[src/rtl/pipe_hazard_ctrl_if.sv]
// pipe_hazard_ctrl_if: decode-side issue handshake and pipeline status bundle
interface pipe_hazard_ctrl_if #(
  parameter int REG_AW = 3,
  parameter int SEL_W  = 2
);
  logic              issue_valid;
  logic [REG_AW-1:0] issue_ra;
  logic [REG_AW-1:0] issue_rb;
  logic              issue_ra_en;
  logic              issue_rb_en;
  logic [REG_AW-1:0] issue_wd;
  logic              issue_wd_en;
  logic              issue_is_load;
  logic              flush;
  logic              issue_ready;
  logic [SEL_W-1:0]  fwd_sel_a;
  logic [SEL_W-1:0]  fwd_sel_b;
  logic              wb_valid;
  logic [REG_AW-1:0] wb_addr;
  logic [SEL_W-1:0]  inflight;
  logic [15:0]       stall_cnt;
  modport master (
    output issue_valid, issue_ra, issue_rb, issue_ra_en, issue_rb_en,
           issue_wd, issue_wd_en, issue_is_load, flush,
    input  issue_ready, fwd_sel_a, fwd_sel_b, wb_valid, wb_addr, inflight, stall_cnt
  );
  modport slave (
    input  issue_valid, issue_ra, issue_rb, issue_ra_en, issue_rb_en,
           issue_wd, issue_wd_en, issue_is_load, flush,
    output issue_ready, fwd_sel_a, fwd_sel_b, wb_valid, wb_addr, inflight, stall_cnt
  );
endinterface

[src/rtl/pipe_hazard_ctrl.sv]
// pipe_hazard_ctrl: RAW hazard stall, forwarding select and branch flush for an N-stage pipe
module pipe_hazard_ctrl #(
  parameter int STAGES    = 3,
  parameter int REG_AW    = 3,
  parameter int FWD_EN    = 1,
  parameter int LOAD_SLOT = STAGES - 1,
  parameter int BR_SLOT   = 1
) (
  input logic               clk,
  input logic               rst_n,
  pipe_hazard_ctrl_if.slave bus
);
  localparam int SEL_W = (STAGES > 2) ? $clog2(STAGES) : 1;
  localparam int N = STAGES - 1;
  logic              vld_q [1:N];
  logic              vld_d [1:N];
  logic              wen_q [1:N];
  logic              wen_d [1:N];
  logic              ld_q  [1:N];
  logic              ld_d  [1:N];
  logic [REG_AW-1:0] wd_q  [1:N];
  logic [REG_AW-1:0] wd_d  [1:N];
  logic              fok   [1:N];
  logic [15:0]       cnt_q, cnt_d;
  logic              haz_a, haz_b, ready;
  logic [SEL_W-1:0]  sel_a, sel_b, occ;
  // a producer in slot k can feed the operand muxes unless it is a load not yet returned
  always_comb
    for (int k = 1; k <= N; k++) fok[k] = (FWD_EN != 0) && (!ld_q[k] || k >= LOAD_SLOT);
  // scan oldest to youngest so the last hit is the youngest producer
  always_comb begin
    sel_a = '0;
    sel_b = '0;
    haz_a = 1'b0;
    haz_b = 1'b0;
    for (int k = N; k >= 1; k--) begin
      if (bus.issue_ra_en && vld_q[k] && wen_q[k] && wd_q[k] == bus.issue_ra) begin
        sel_a = fok[k] ? SEL_W'(k) : '0;
        haz_a = !fok[k];
      end
      if (bus.issue_rb_en && vld_q[k] && wen_q[k] && wd_q[k] == bus.issue_rb) begin
        sel_b = fok[k] ? SEL_W'(k) : '0;
        haz_b = !fok[k];
      end
    end
  end
  assign ready = rst_n && bus.issue_valid && !haz_a && !haz_b && !bus.flush;
  // advance every slot by one; a flush kills the wrong-path slots younger than the branch
  always_comb begin
    vld_d[1] = ready;
    wen_d[1] = bus.issue_wd_en;
    wd_d[1]  = bus.issue_wd;
    ld_d[1]  = bus.issue_is_load;
    for (int k = 2; k <= N; k++) begin
      vld_d[k] = vld_q[k-1] && !(bus.flush && (k - 1) < BR_SLOT);
      wen_d[k] = wen_q[k-1];
      wd_d[k]  = wd_q[k-1];
      ld_d[k]  = ld_q[k-1];
    end
    cnt_d = (bus.issue_valid && (haz_a || haz_b) && !bus.flush && cnt_q != 16'hFFFF) ? cnt_q + 16'd1 : cnt_q;
  end
  // popcount of occupied slots
  always_comb begin
    occ = '0;
    for (int k = 1; k <= N; k++) occ = occ + SEL_W'(vld_q[k]);
  end
  // slot storage and stall counter; reset drops all in-flight work without retiring it
  always_ff @(posedge clk or negedge rst_n)
    if (!rst_n) begin
      vld_q <= '{default: 1'b0};
      wen_q <= '{default: 1'b0};
      ld_q  <= '{default: 1'b0};
      wd_q  <= '{default: '0};
      cnt_q <= '0;
    end else begin
      vld_q <= vld_d;
      wen_q <= wen_d;
      ld_q  <= ld_d;
      wd_q  <= wd_d;
      cnt_q <= cnt_d;
    end
  assign bus.issue_ready = ready;
  assign bus.fwd_sel_a   = sel_a;
  assign bus.fwd_sel_b   = sel_b;
  assign bus.wb_valid    = vld_q[N] && wen_q[N];
  assign bus.wb_addr     = wd_q[N];
  assign bus.inflight    = occ;
  assign bus.stall_cnt   = cnt_q;
endmodule

[src/flat_wrapper.sv]
// flat-port wrapper written by rule: the top's interface ports become plain ports
module pipe_hazard_ctrl_flat 
#(
  parameter int STAGES    = 3,
  parameter int REG_AW    = 3,
  parameter int FWD_EN    = 1,
  parameter int LOAD_SLOT = STAGES - 1,
  parameter int BR_SLOT   = 1
)
  (clk, rst_n, bus_issue_valid, bus_issue_ra, bus_issue_rb, bus_issue_ra_en, bus_issue_rb_en, bus_issue_wd, bus_issue_wd_en, bus_issue_is_load, bus_flush, bus_issue_ready, bus_fwd_sel_a, bus_fwd_sel_b, bus_wb_valid, bus_wb_addr, bus_inflight, bus_stall_cnt);
  pipe_hazard_ctrl_if #(.REG_AW(REG_AW), .SEL_W(2)) bus_i ();
  input logic clk;
  input logic rst_n;
  input wire logic [$bits(bus_i.issue_valid)-1:0] bus_issue_valid;
  input wire logic [$bits(bus_i.issue_ra)-1:0] bus_issue_ra;
  input wire logic [$bits(bus_i.issue_rb)-1:0] bus_issue_rb;
  input wire logic [$bits(bus_i.issue_ra_en)-1:0] bus_issue_ra_en;
  input wire logic [$bits(bus_i.issue_rb_en)-1:0] bus_issue_rb_en;
  input wire logic [$bits(bus_i.issue_wd)-1:0] bus_issue_wd;
  input wire logic [$bits(bus_i.issue_wd_en)-1:0] bus_issue_wd_en;
  input wire logic [$bits(bus_i.issue_is_load)-1:0] bus_issue_is_load;
  input wire logic [$bits(bus_i.flush)-1:0] bus_flush;
  output wire logic [$bits(bus_i.issue_ready)-1:0] bus_issue_ready;
  output wire logic [$bits(bus_i.fwd_sel_a)-1:0] bus_fwd_sel_a;
  output wire logic [$bits(bus_i.fwd_sel_b)-1:0] bus_fwd_sel_b;
  output wire logic [$bits(bus_i.wb_valid)-1:0] bus_wb_valid;
  output wire logic [$bits(bus_i.wb_addr)-1:0] bus_wb_addr;
  output wire logic [$bits(bus_i.inflight)-1:0] bus_inflight;
  output wire logic [$bits(bus_i.stall_cnt)-1:0] bus_stall_cnt;
  assign bus_i.issue_valid = bus_issue_valid;
  assign bus_i.issue_ra = bus_issue_ra;
  assign bus_i.issue_rb = bus_issue_rb;
  assign bus_i.issue_ra_en = bus_issue_ra_en;
  assign bus_i.issue_rb_en = bus_issue_rb_en;
  assign bus_i.issue_wd = bus_issue_wd;
  assign bus_i.issue_wd_en = bus_issue_wd_en;
  assign bus_i.issue_is_load = bus_issue_is_load;
  assign bus_i.flush = bus_flush;
  assign bus_issue_ready = bus_i.issue_ready;
  assign bus_fwd_sel_a = bus_i.fwd_sel_a;
  assign bus_fwd_sel_b = bus_i.fwd_sel_b;
  assign bus_wb_valid = bus_i.wb_valid;
  assign bus_wb_addr = bus_i.wb_addr;
  assign bus_inflight = bus_i.inflight;
  assign bus_stall_cnt = bus_i.stall_cnt;
  pipe_hazard_ctrl #(.STAGES(STAGES), .REG_AW(REG_AW), .FWD_EN(FWD_EN), .LOAD_SLOT(LOAD_SLOT), .BR_SLOT(BR_SLOT)) u_core (.clk(clk), .rst_n(rst_n), .bus(bus_i));
endmodule
[config.mk]
export PLATFORM = sky130hd
export DESIGN_NAME = pipe_hazard_ctrl_flat
export DESIGN_NICKNAME = d
export VERILOG_FILES = /design/src/rtl/pipe_hazard_ctrl_if.sv /design/src/rtl/pipe_hazard_ctrl.sv /design/src/flat_wrapper.sv
export SDC_FILE = /design/constraint.sdc
export NUM_CORES = 1
export LEC_CHECK = 0
export ABC_CLOCK_PERIOD_IN_PS = 2280
export CORE_MARGIN = 2
export CORE_UTILIZATION = 44
export DETAILED_ROUTE_END_ITERATION = 8
export GPL_TIMING_DRIVEN = 0
export PLACE_DENSITY_LB_ADDON = 0.1
export SKIP_CTS_REPAIR_TIMING = 1
export SLEW_MARGIN = 30
export SYNTH_ARGS = -nofsm -noshare
export SYNTH_HDL_FRONTEND = slang
export SYNTH_SLANG_ARGS = --single-unit
[constraint.sdc]
create_clock -name clk -period 2.28 [get_ports clk]
set_clock_uncertainty 0.1 [all_clocks]
set_input_delay 0.456 -clock clk [delete_from_list [all_inputs] [get_ports clk]]
set_output_delay 0.456 -clock clk [all_outputs]
set_load 0.01 [all_outputs]
==> results of run 1 <==
-- where the power goes --
part | switching [uW] | total [uW] | internal (uW)
clock | 137 | 206 | 68.5
combinational | 48.7 | 103 | 54.5
sequential | 15.9 | 506 | 490
-- metrics by stage --
step           setup TNS [ps]  hold slack, ps  instances
2_1_floorplan               0           60.41        116
3_3_place_gp            -4183           291.0        192
3_5_place_dp            -4215           308.4        192
4_1_cts                 -3263           34.69        196
5_1_grt                -441.2           45.55        201
6_report               -217.0           12.43        201
-- cells in the final DEF, fill, tap and decap left out, types with 3 or more instances in the layout --
cell type	instances
sky130_fd_sc_hd__nand4_1	6
sky130_fd_sc_hd__xor2_1	13
sky130_fd_sc_hd__nand3_1	5
sky130_fd_sc_hd__clkbuf_4	3
sky130_fd_sc_hd__nand2_1	11
sky130_fd_sc_hd__nor4_1	6
sky130_fd_sc_hd__dlymetal6s2s_1	10
sky130_fd_sc_hd__dfrtp_1	24
sky130_fd_sc_hd__clkdlybuf4s50_1	29
sky130_fd_sc_hd__xor2_2	4
sky130_fd_sc_hd__dfrtp_2	3
sky130_fd_sc_hd__or4_4	3
sky130_fd_sc_hd__nor3_2	4
sky130_fd_sc_hd__nand3_2	3
sky130_fd_sc_hd__buf_4	5
sky130_fd_sc_hd__xnor2_1	8
-- worst max path at each step --
stage	to	cells after the start
after floorplan	bus_issue_ready	4
after global placement	bus_issue_ready	4
after detailed placement	bus_issue_ready	6
after CTS	bus_issue_ready	6
after global routing	bus_issue_ready	5
final	bus_issue_ready	5
-- per-layer routing --
metal	global-route usage	vias up	share of wire
met5	0	-	0
met4	0.06667	0	0.010
met3	0.02814	4	0.046
met2	0.2950	37	0.52
met1	0.2199	553	0.42
li1	-	520	-
-- synth_stat cells (all sizes together) --
library cell | count | area share
a21oi | 1 | 0.0037
and2 | 2 | 0.0092
and4 | 1 | 0.0064
dfrtp | 27 | 0.49
ha | 2 | 0.018
inv | 2 | 0.0055
nand2 | 12 | 0.033
nand3 | 8 | 0.033
nand4 | 7 | 0.043
nor2 | 4 | 0.015
nor2b | 1 | 0.0046
nor3 | 6 | 0.037
nor4 | 10 | 0.077
o211a | 1 | 0.0073
o211ai | 1 | 0.016
or3 | 1 | 0.0046
or4 | 3 | 0.020
xnor2 | 8 | 0.051
xor2 | 19 | 0.12
-- sequential cells by signal (all words and copies together), names as in the netlist --
signal / cells
u_core.ld_d: 1
u_core.wen_d: 1
u_core.vld_d: 1
u_core.bus.stall_cnt: 16
u_core.bus.wb_addr: 3
u_core.vld_q: 1
u_core.wd_d: 3
u_core.wen_q: 1
-- area by class of cell --
| class | instances | area, um^2 |
|---|---|---|
| flip-flops and latches | 27 | 679.4 |
| multi-input cells | 87 | 778.2 |
| fillers | 233 | 997.2 |
| well taps | 33 | 41.29 |
| inverters | 2 | 7.507 |
| clock buffers | 4 | 26.28 |
| repair buffers | 48 | 473.0 |
-- kinds of logic after synthesis --
| family | after synthesis | share of synthesized area |
|---|---|---|
| and+or+nand+nor | 55 | 0.2821 |
| xor gates and xnor gates | 27 | 0.1731 |
| buffers and inverters | 2 | 0.005497 |
| DFF | 27 | 0.4945 |
| adders and majority gates | 2 | 0.01831 |
| AOI/OAI and AO/OA | 3 | 0.02655 |
==> impl_summary.log, run 1 <==
[metrics] status: complete, but fails checks
[metrics] failing checks: setup timing
[metrics] total number of nets in the final design: 188
[metrics] DR pass1 iterations: 4
[metrics] part of the Yosys area used for sequential elements: 0.4945
[metrics] remaining antenna violation count: 0
[metrics] maximum buffer depth of the clock tree: 2
[metrics] maximum ir drop on the vdd rail: 0.0002808 V
[metrics] Port Buffers: 43
[metrics] pin count of the biggest net entering global routing: 29
[metrics] clock insertion delay at the later pin of the skew report: 320 ps
[metrics] cell count after synthesis: 116
[metrics] Power per Cell Area: 406.4 nW/um^2
[metrics] synthesized area divided by synthesized cell count: 11.78 um^2
[metrics] final critical path time including I/O delays and setup: 2360 ps
[metrics] fraction of final layout cells sized beyond drive strength 1: 0.2440
[metrics] worst min-delay path class: input pin to asynchronous set/reset pin
[metrics] highest net fanout along the worst path: 3
[metrics] number of rows in the core area: 20
[metrics] FF-to-FF setup slack: 180 ps
[metrics] largest incremental delay on the critical path: 560 ps
[metrics] data required time of the worst path: 1720 ps
[metrics] Critical Path End Type: primary output
[metrics] number of sinks driven by the clock tree: 27
[metrics] Top Family by Delay on Critical Path: simple AND/OR/NAND/NOR gates
[metrics] core area: 3003 um^2
[metrics] die boundary height: 59.73 um
[metrics] cell breakdown of the critical path: xor2_4, or4_4, nand2_4, a21oi_2, buf_2
[metrics] final hold violations: 0
[metrics] Clk Tree Root Cell: sky130_fd_sc_hd__clkbuf_4
[metrics] fmax: 0.4237 GHz
[metrics] final routed wirelength across all metal layers: 3070 um
[metrics] number of warnings issued by yosys: 0
[metrics] pre-CTS WS: -761.8 ps
[metrics] post-route design area: 2006 um^2
[metrics] synthesis-to-layout area growth: 46.79%
[metrics] start point of the critical path: u_core.wd_d[2]
[metrics] overall power of the completed layout: 815.2 uW
[metrics] Antenna Diode Count: 0
[metrics] routed length per placed instance: 15.27 um
[metrics] DP HPWL: 2190 um
[metrics] GRT Util Overall: 0.1735
[metrics] number of buffers added by the clock tree synthesis step: 3
[metrics] data arrival time of the worst path: 1800 ps
[metrics] Critical-path top delay cell: sky130_fd_sc_hd__or4_4
[metrics] post-route fraction of the period consumed by the critical path: 1.035
[metrics] category of the most critical setup path: flop to primary output
[metrics] clock tree from TritonCTS: built
[metrics] post-synthesis net count: 135
[metrics] number of antenna violations at the first check in global routing: 0
[metrics] Post-Route Utilization: 0.6679
[metrics] r2r startpoint: u_core.bus.stall_cnt[0]
[metrics] count of cell types in the netlist: 27
[metrics] number of global-route vias before repair: 1,049
[metrics] capturing point of the worst reg2reg path: u_core.bus.stall_cnt[9]
[metrics] number of DRC violations after detailed-routing iteration 0: 51
[metrics] die area: 3567 um^2
[metrics] number of max-capacitance violations reported: 0
[metrics] gr ovfl total: 0
[metrics] transition time at the pin with the least slew margin: 590.9 ps
[metrics] FF-to-FF path depth: 6
[metrics] area of placed instances: 1833 um^2
[metrics] top-level port count: 44
[metrics] Post-Syn Area: 1366 um^2
[metrics] final-report max-slew violation count: 0
[metrics] H-tree levels: 1
[metrics] number of failing setup endpoints in the final timing report: 3
[metrics] wire length of the first global-routing pass: 4671 um
[metrics] crit start category: flop
[metrics] Worst slew margin: 0.6061
[metrics] unrepaired setup endpoints after global routing: yes
[metrics] slack of the critical path: -79.96 ps
[metrics] number of remaining DRC errors: 0
[metrics] leakage power of the design: 0.0009452 uW
[metrics] die outline width: 59.73 um
[metrics] Buf/Inv on CP: 1
[metrics] via density per instance: 5.542
[metrics] clock transition at the register clock pins on the worst setup and hold paths after CTS: 150 ps
[metrics] routed via count: 1,114
[metrics] routability cong.: 0.7569
[metrics] flops & latches, synth: 27
[metrics] Initial Utilization: 0.4550
No activity file was read; power rests on OpenSTA's default activity.
==> run 2: changes to the inputs <==
--- a/config.mk
+++ b/config.mk
@@ -6,10 +6,14 @@
 export NUM_CORES = 1
 export LEC_CHECK = 0
 export ABC_CLOCK_PERIOD_IN_PS = 2280
+export CELL_PAD_IN_SITES_DETAIL_PLACEMENT = 0
+export CELL_PAD_IN_SITES_GLOBAL_PLACEMENT = 1
 export CORE_MARGIN = 2
-export CORE_UTILIZATION = 44
+export CORE_UTILIZATION = 35
+export CTS_CLUSTER_DIAMETER = 50
 export DETAILED_ROUTE_END_ITERATION = 8
 export GPL_TIMING_DRIVEN = 0
+export HOLD_SLACK_MARGIN = 0.03
 export PLACE_DENSITY_LB_ADDON = 0.1
 export SKIP_CTS_REPAIR_TIMING = 1
 export SLEW_MARGIN = 30
==> run 2 against run 1 <==
The run still ends with setup timing left. Critical path depth unchanged. Largest cell class unchanged. Sequential share of layout area fell by 0.19 points. Setup slack better by 58 ps. Clock-buffer cell count decreased by 1. Sequential power is essentially flat. Die area is 24% higher. Critical endpoint unchanged. Register-to-register slack got worse by 20 ps. Non-clock buffer count shrank 2. Maximum frequency up 2.5%. Worst hold slack gained 75 ps. Clock power up 30%. First-iteration DRC count did not move.
==> impl_summary.log, run 2 (synthesis results as in run 1) <==
[metrics] status: complete, but fails checks (unchanged)
[metrics] failing checks: setup timing (unchanged)
[metrics] wire length of the first global-routing pass: 4885 um (was 4671 um)
[metrics] number of sinks driven by the clock tree: 27 (unchanged)
[metrics] remaining antenna violation count: 0 (unchanged)
[metrics] data arrival time of the worst path: 1750 ps (was 1800 ps)
[metrics] switch share: 0.2385 (was 0.2479)
[metrics] number of buffers added by the clock tree synthesis step: 3 (unchanged)
[metrics] Clock power frac: 0.308 (was 0.253)
[metrics] die area: 4420 um^2 (was 3567 um^2)
[metrics] fraction of final layout cells sized beyond drive strength 1: 0.2530 (was 0.2440)
[metrics] leakage power of the design: 0.0009426 uW (was 0.0009452 uW)
[metrics] die outline width: 66.48 um (was 59.73 um)
[metrics] Critical-path top delay cell: sky130_fd_sc_hd__or4_4 (unchanged)
[metrics] H-tree levels: 1 (unchanged)
[metrics] post-route design area: 2021 um^2 (was 2006 um^2)
[metrics] post-route fraction of the period consumed by the critical path: 1.010 (was 1.035)
[metrics] cell internal pwr: 663.8 uW (was 613.1 uW)
[metrics] slack of the critical path: -21.66 ps (was -79.96 ps)
[metrics] Antenna Diode Count: 0 (unchanged)
[metrics] Worst slew margin: 0.5888 (was 0.6061)
[metrics] number of rows in the core area: 22 (was 20)
[metrics] die boundary height: 66.48 um (was 59.73 um)
[metrics] Top Family by Delay on Critical Path: simple AND/OR/NAND/NOR gates (unchanged)
[metrics] final routed wirelength across all metal layers: 3013 um (was 3070 um)
[metrics] maximum ir drop on the vdd rail: 0.0002441 V (was 0.0002808 V)
[metrics] unrepaired setup endpoints after global routing: yes (unchanged)
[metrics] Power per Cell Area: 431.4 nW/um^2 (was 406.4 nW/um^2)
[metrics] number of antenna violations at the first check in global routing: 0 (unchanged)
[metrics] final critical path time including I/O delays and setup: 2302 ps (was 2360 ps)
[metrics] synthesis-to-layout area growth: 47.89% (was 46.79%)
[metrics] largest incremental delay on the critical path: 540 ps (was 560 ps)
[metrics] routed via count: 1,053 (was 1,114)
[metrics] most used cells in the layout excluding fill and tap cells: sky130_fd_sc_hd__clkdlybuf4s50_1 (29), sky130_fd_sc_hd__dfrtp_1 (23), sky130_fd_sc_hd__xor2_1 (13) (was sky130_fd_sc_hd__clkdlybuf4s50_1 (29), sky130_fd_sc_hd__dfrtp_1 (24), sky130_fd_sc_hd__xor2_1 (13))
[metrics] Seq pwr share: 0.578 (was 0.621)
[metrics] Port Buffers: 43 (unchanged)
[metrics] crit start category: flop (unchanged)
[metrics] commonest non-fill, non-tap cell in the layout: sky130_fd_sc_hd__clkdlybuf4s50_1 (unchanged)
[metrics] pin count of the biggest net entering global routing: 29 (unchanged)
[metrics] maximum buffer depth of the clock tree: 2 (unchanged)
[metrics] highest net fanout along the worst path: 3 (unchanged)
[metrics] GRT Util Overall: 0.1460 (was 0.1735)
[metrics] DP HPWL: 2215 um (was 2190 um)
[metrics] clock tree from TritonCTS: built (unchanged)
[metrics] power dissipated by switching net loads: 207.9 uW (was 202.1 uW)
[metrics] Buf/Inv on CP: 1 (unchanged)
[metrics] pre-CTS WS: -788.0 ps (was -761.8 ps)
[metrics] total number of nets in the final design: 186 (was 188)
[metrics] clock transition at the register clock pins on the worst setup and hold paths after CTS: 90 ps (was 150 ps)
[metrics] routed length per placed instance: 14.08 um (was 15.27 um)
[metrics] number of DRC violations after detailed-routing iteration 0: 51 (unchanged)
[metrics] DR pass1 iterations: 4 (unchanged)
[metrics] number of max-capacitance violations reported: 0 (unchanged)
[metrics] count of fill cells added during filler insertion: 347 (was 233)
[metrics] area of placed instances: 1852 um^2 (was 1833 um^2)
[metrics] Cells after DPL: 207 (was 192)
[metrics] data required time of the worst path: 1720 ps (about the same)
[metrics] top-level port count: 44 (unchanged)
[metrics] Initial Utilization: 0.3677 (was 0.4550)
[metrics] clock insertion delay at the later pin of the skew report: 270 ps (was 320 ps)
[metrics] transition time at the pin with the least slew margin: 616.8 ps (was 590.9 ps)
[metrics] number of flip-flops under the largest register name: 16 (unchanged)
[metrics] routability cong.: 0.7603 (was 0.7569)
[metrics] final hold violations: 0 (unchanged)
[metrics] Final Non-Filler Cells: 214 (was 201)
[metrics] fmax: 0.4345 GHz (was 0.4237 GHz)
[metrics] Clk Tree Root Cell: sky130_fd_sc_hd__clkbuf_8 (was sky130_fd_sc_hd__clkbuf_4)
[metrics] number of remaining DRC errors: 0 (unchanged)
[metrics] worst min-delay path class: input pin to asynchronous set/reset pin (unchanged)
[metrics] cell breakdown of the critical path: xor2_2, or4_4, nand2_2, a21oi_2, buf_2 (was xor2_4, or4_4, nand2_4, a21oi_2, buf_2)
[metrics] final-report max-slew violation count: 0 (unchanged)
[metrics] gr ovfl total: 0 (unchanged)
[metrics] Critical Path End Type: primary output (unchanged)
[metrics] combinational cell fraction of total power: 0.114 (was 0.127)
[metrics] via density per instance: 4.921 (was 5.542)
[metrics] category of the most critical setup path: flop to primary output (unchanged)
[metrics] number of global-route vias before repair: 1,022 (was 1,049)
[metrics] core area: 3716 um^2 (was 3003 um^2)
[metrics] number of failing setup endpoints in the final timing report: 1 (was 3)
run 2: worst register-to-register path, stage by stage, from the launching register on:
cell                       delay (ps)
sky130_fd_sc_hd__dfrtp_1          420
sky130_fd_sc_hd__ha_1             210
sky130_fd_sc_hd__nand3_2          200
sky130_fd_sc_hd__or4_4            600
sky130_fd_sc_hd__o211ai_4         220
sky130_fd_sc_hd__nor4_2           100
sky130_fd_sc_hd__xor2_1           160
run 2: layer usage:
layer	wire length [um]	vias up	track usage
met4	30	0	0.03827
met3	125	5	0.04054
li1	-	514	-
met2	1467	24	0.2263
met5	0	-	0
met1	1390	510	0.2006
run 2: final cells by class:
class	count	area, um^2	area share
inverter	2	7.507	0.003715
sequential	27	680.7	0.3368
clock inverter	1	5.005	0.002477
multi-input combinational	87	768.2	0.3802
clock buffer	3	41.29	0.02043
timing repair buffer	46	457.9	0.2266
tap	48	60.06	0.02972
run 2: final timing paths:
path / start / endpoint / slack, ps / cells after the start
max reg2reg: u_core.bus.stall_cnt[1] / u_core.bus.stall_cnt[9] / 160 / 6
min in group clk: u_core.wen_d[0] / u_core.wen_q[0] / 370 / 0
min: rst_n / u_core.wen_d[0] / 90 / 1
max in group asynchronous: rst_n / u_core.bus.stall_cnt[0] / 1560 / 1
max: u_core.wd_d[1] / bus_issue_ready / -20 / 5
min reg2reg: u_core.wen_d[0] / u_core.wen_q[0] / 370 / 0
run 2: stage by stage:
step                        util  setup TNS (ps)  hold slack [ps]  total power [uW]
after detailed placement  0.4983           -4590            291.2             602.6
after global routing      0.5438          -153.0            128.5             915.6
final                     0.5438          -21.66            87.70             871.8
after global placement    0.4997           -4531            292.2             601.1
after floorplan                -               0            60.41             541.8
after CTS                 0.5108           -3312            101.5             873.4
run 2: power by group through the flow:
stage                     registers [uW]  clock network [uW]  logic [uW]
after floorplan                      510                   0        32.0
after global placement               510                   0        91.4
after detailed placement             510                   0        92.5
after CTS                            501                 280        92.9
after global routing                 507                 300         108
final                                504                 268        99.0
==> run 3: changes to the inputs <==
--- a/config.mk
+++ b/config.mk
@@ -9,13 +9,13 @@
 export CELL_PAD_IN_SITES_DETAIL_PLACEMENT = 0
 export CELL_PAD_IN_SITES_GLOBAL_PLACEMENT = 1
 export CORE_MARGIN = 2
-export CORE_UTILIZATION = 35
+export CORE_UTILIZATION = 36
+export CTS_BUF_LIST = sky130_fd_sc_hd__clkbuf_4 sky130_fd_sc_hd__clkbuf_8
 export CTS_CLUSTER_DIAMETER = 50
 export DETAILED_ROUTE_END_ITERATION = 8
 export GPL_TIMING_DRIVEN = 0
 export HOLD_SLACK_MARGIN = 0.03
 export PLACE_DENSITY_LB_ADDON = 0.1
-export SKIP_CTS_REPAIR_TIMING = 1
 export SLEW_MARGIN = 30
 export SYNTH_ARGS = -nofsm -noshare
 export SYNTH_HDL_FRONTEND = slang
==> run 3 against run 2 <==
Register-to-register slack got worse by 40 ps. Core utilization grew 0.65 points. Final area decreased by 0.31%. The flow now finishes without violations. Sequential power is essentially flat. Via count decreased by 0.28%. Clock-buffer cell count rose by 1. Setup slack gained 29 ps. Power increased by 1.6%. Sequential share of layout area is 0.10 points higher. Die area shrank 2.6%.
==> impl_summary.log, run 3 (synthesis results as in run 1) <==
[metrics] status: finished, final reports clean (was complete, but fails checks)
[metrics] Worst Hold Slack: 88.36 ps (was 87.70 ps)
[metrics] die area: 4304 um^2 (was 4420 um^2)
[metrics] clock tree from TritonCTS: built (unchanged)
[metrics] number of sinks driven by the clock tree: 27 (unchanged)
[metrics] routed via count: 1,050 (was 1,053)
[metrics] pre-CTS WS: -780.1 ps (was -788.0 ps)
[metrics] DP HPWL: 2193 um (was 2215 um)
[metrics] number of buffers added by the clock tree synthesis step: 3 (unchanged)
[metrics] power dissipated by switching net loads: 202.6 uW (was 207.9 uW)
[metrics] number of max-capacitance violations reported: 0 (unchanged)
[metrics] slack of the critical path: 7.223 ps (was -21.66 ps)
[metrics] gr ovfl total: 0 (unchanged)
[metrics] commonest non-fill, non-tap cell in the layout: sky130_fd_sc_hd__clkdlybuf4s50_1 (unchanged)
[metrics] number of failing setup endpoints in the final timing report: 0 (was 1)
[metrics] overall power of the completed layout: 885.7 uW (was 871.8 uW)
[metrics] Clk Tree Root Cell: sky130_fd_sc_hd__clkbuf_8 (unchanged)
[metrics] highest net fanout along the worst path: 2 (was 3)
[metrics] fraction of final layout cells sized beyond drive strength 1: 0.2882 (was 0.2530)
[metrics] core area: 3661 um^2 (was 3716 um^2)
[metrics] GRT Util Overall: 0.1614 (was 0.1460)
[metrics] data required time of the worst path: 1720 ps (about the same)
[metrics] Critical Path End Type: primary output (unchanged)
[metrics] number of buffers inserted for hold repair after clock tree synthesis: 0
[metrics] remaining antenna violation count: 0 (unchanged)
[metrics] Clock power frac: 0.313 (was 0.308)
[metrics] H-tree levels: 1 (unchanged)
[metrics] data arrival time of the worst path: 1720 ps (was 1750 ps)
[metrics] final routed wirelength across all metal layers: 2973 um (was 3013 um)
[metrics] most used cells in the layout excluding fill and tap cells: sky130_fd_sc_hd__clkdlybuf4s50_1 (29), sky130_fd_sc_hd__dfrtp_1 (23), sky130_fd_sc_hd__xor2_1 (13) (unchanged)
[metrics] routed length per placed instance: 13.64 um (was 14.08 um)
[metrics] maximum buffer depth of the clock tree: 2 (unchanged)
[metrics] crit start category: input pin (was flop)
[metrics] clock transition at the register clock pins on the worst setup and hold paths after CTS: 90 ps (about the same)
[metrics] category of the most critical setup path: input pin to primary output (was flop to primary output)
[metrics] number of rows in the core area: 22 (unchanged)
[metrics] fmax: 0.4400 GHz (was 0.4345 GHz)
[metrics] Antenna Diode Count: 0 (unchanged)
[metrics] final critical path time including I/O delays and setup: 2273 ps (was 2302 ps)
[metrics] number of antenna violations at the first check in global routing: 0 (unchanged)
[metrics] number of global-route vias before repair: 1,099 (was 1,022)
[metrics] via density per instance: 4.817 (was 4.921)
[metrics] number of flip-flops under the largest register name: 16 (unchanged)
[metrics] final-report max-slew violation count: 0 (unchanged)
[metrics] die outline width: 65.61 um (was 66.48 um)
[metrics] final total negative setup slack: 0 ps (was -21.66 ps)
[metrics] leakage power of the design: 0.0008644 uW (was 0.0009426 uW)
[metrics] Initial Utilization: 0.3732 (was 0.3677)
[metrics] post-route fraction of the period consumed by the critical path: 0.9968 (was 1.010)
[metrics] maximum ir drop on the vdd rail: 0.0002925 V (was 0.0002441 V)
[metrics] clock insertion delay at the later pin of the skew report: 270 ps (about the same)
[metrics] Port Buffers: 43 (unchanged)
[metrics] worst min-delay path class: input pin to asynchronous set/reset pin (unchanged)
[metrics] pin count of the biggest net entering global routing: 29 (unchanged)
[metrics] total number of nets in the final design: 190 (was 186)
[metrics] switch share: 0.2288 (was 0.2385)
[metrics] start point of the critical path: bus_issue_ra[0] (was u_core.wd_d[1])
[metrics] combinational cell fraction of total power: 0.119 (was 0.114)
[metrics] cell internal pwr: 683.1 uW (was 663.8 uW)
[metrics] transition time at the pin with the least slew margin: 613.7 ps (was 616.8 ps)
[metrics] Seq pwr share: 0.568 (was 0.578)
[metrics] die boundary height: 65.61 um (was 66.48 um)
[metrics] DR pass1 iterations: 4 (unchanged)
[metrics] final hold violations: 0 (unchanged)
[metrics] number of remaining DRC errors: 0 (unchanged)
[metrics] wire length of the first global-routing pass: 5264 um (was 4885 um)
[metrics] unrepaired setup endpoints after global routing: yes (unchanged)
[metrics] synthesis-to-layout area growth: 47.44% (was 47.89%)
[metrics] Worst slew margin: 0.5909 (was 0.5888)
[metrics] Post-Route Utilization: 0.5502 (was 0.5438)
[metrics] top-level port count: 44 (unchanged)
[metrics] r2r startpoint: u_core.bus.stall_cnt[0] (was u_core.bus.stall_cnt[1])
[metrics] number of DRC violations after detailed-routing iteration 0: 52 (was 51)
[metrics] Power per Cell Area: 439.7 nW/um^2 (was 431.4 nW/um^2)
[metrics] routability cong.: 0.8247 (was 0.7603)
[run 3: cell count changes in the layout (fill, tap and decap cells not counted), moves of 2 or more]
cell | previous run | this run
sky130_fd_sc_hd__dlygate4sd2_1 | 0 | 4
sky130_fd_sc_hd__dlymetal6s2s_1 | 10 | 0
sky130_fd_sc_hd__buf_4 | 3 | 7
sky130_fd_sc_hd__clkdlybuf4s15_2 | 0 | 2
sky130_fd_sc_hd__clkdlybuf4s15_1 | 0 | 3
[run 3: final cells by class]
type,instances,area [um^2]
repair buffers,50,455.4
flip-flops and latches,27,680.7
well taps,48,60.06
fillers,330,1647
multi-input cells,87,762.0
clock buffers,4,48.80
inverters,2,7.507
[run 3: per-stage QoR]
stage / area, um^2 / instances
6_report: 2014 / 218
5_1_grt: 2014 / 218
4_1_cts: 2009 / 218
3_5_place_dp: 1852 / 207
3_3_place_gp: 1857 / 207
2_1_floorplan: 1366 / 116
[run 3: final timing paths]
kind / end / slack, ps / cells past startpoint
worst max register to register: u_core.bus.stall_cnt[9] / 120 / 6
worst max-delay path: bus_issue_ready / 7 / 6
max in group asynchronous: u_core.vld_d[0] / 1560 / 1
worst min-delay path: u_core.bus.wb_addr[0] / 90 / 1
min in group clk: u_core.wen_q[0] / 350 / 0
worst min register to register: u_core.wen_q[0] / 350 / 0
[run 3: worst max-delay path: stages]
cell and delay, ps:
sky130_fd_sc_hd__dlygate4sd2_1 280, sky130_fd_sc_hd__xor2_2 190, sky130_fd_sc_hd__or4_4 510, sky130_fd_sc_hd__nand2_4 90
sky130_fd_sc_hd__a21oi_2 50, sky130_fd_sc_hd__buf_2 140
[run 3: power groups by stage]
stage          combinational, uW  clock (uW)  sequential (uW)
2_1_floorplan               32.0           0              510
3_3_place_gp                92.3           0              510
3_5_place_dp                92.2           0              510
4_1_cts                      105         292              504
5_1_grt                      115         314              507
6_report                     105         277              503
[run 3: what timing repair did]
item | in CTS | in global routing
gates resized for setup | 44 | 5
buffers inserted | 7 | 0
gates cloned | 0 | 0
pin swaps | 13 | 0
endpoints found under the setup margin | 5 | 5
endpoints found under the hold margin | 0 | 0
[run 3: routing by layer]
layer  track usage  share of wire  vias to the layer above
met5             0              0                        -
met2        0.2615           0.50                       25
li1              -              -                      514
met1        0.2133           0.45                      509
met3       0.04281          0.041                        2
met4       0.04427         0.0098                        0
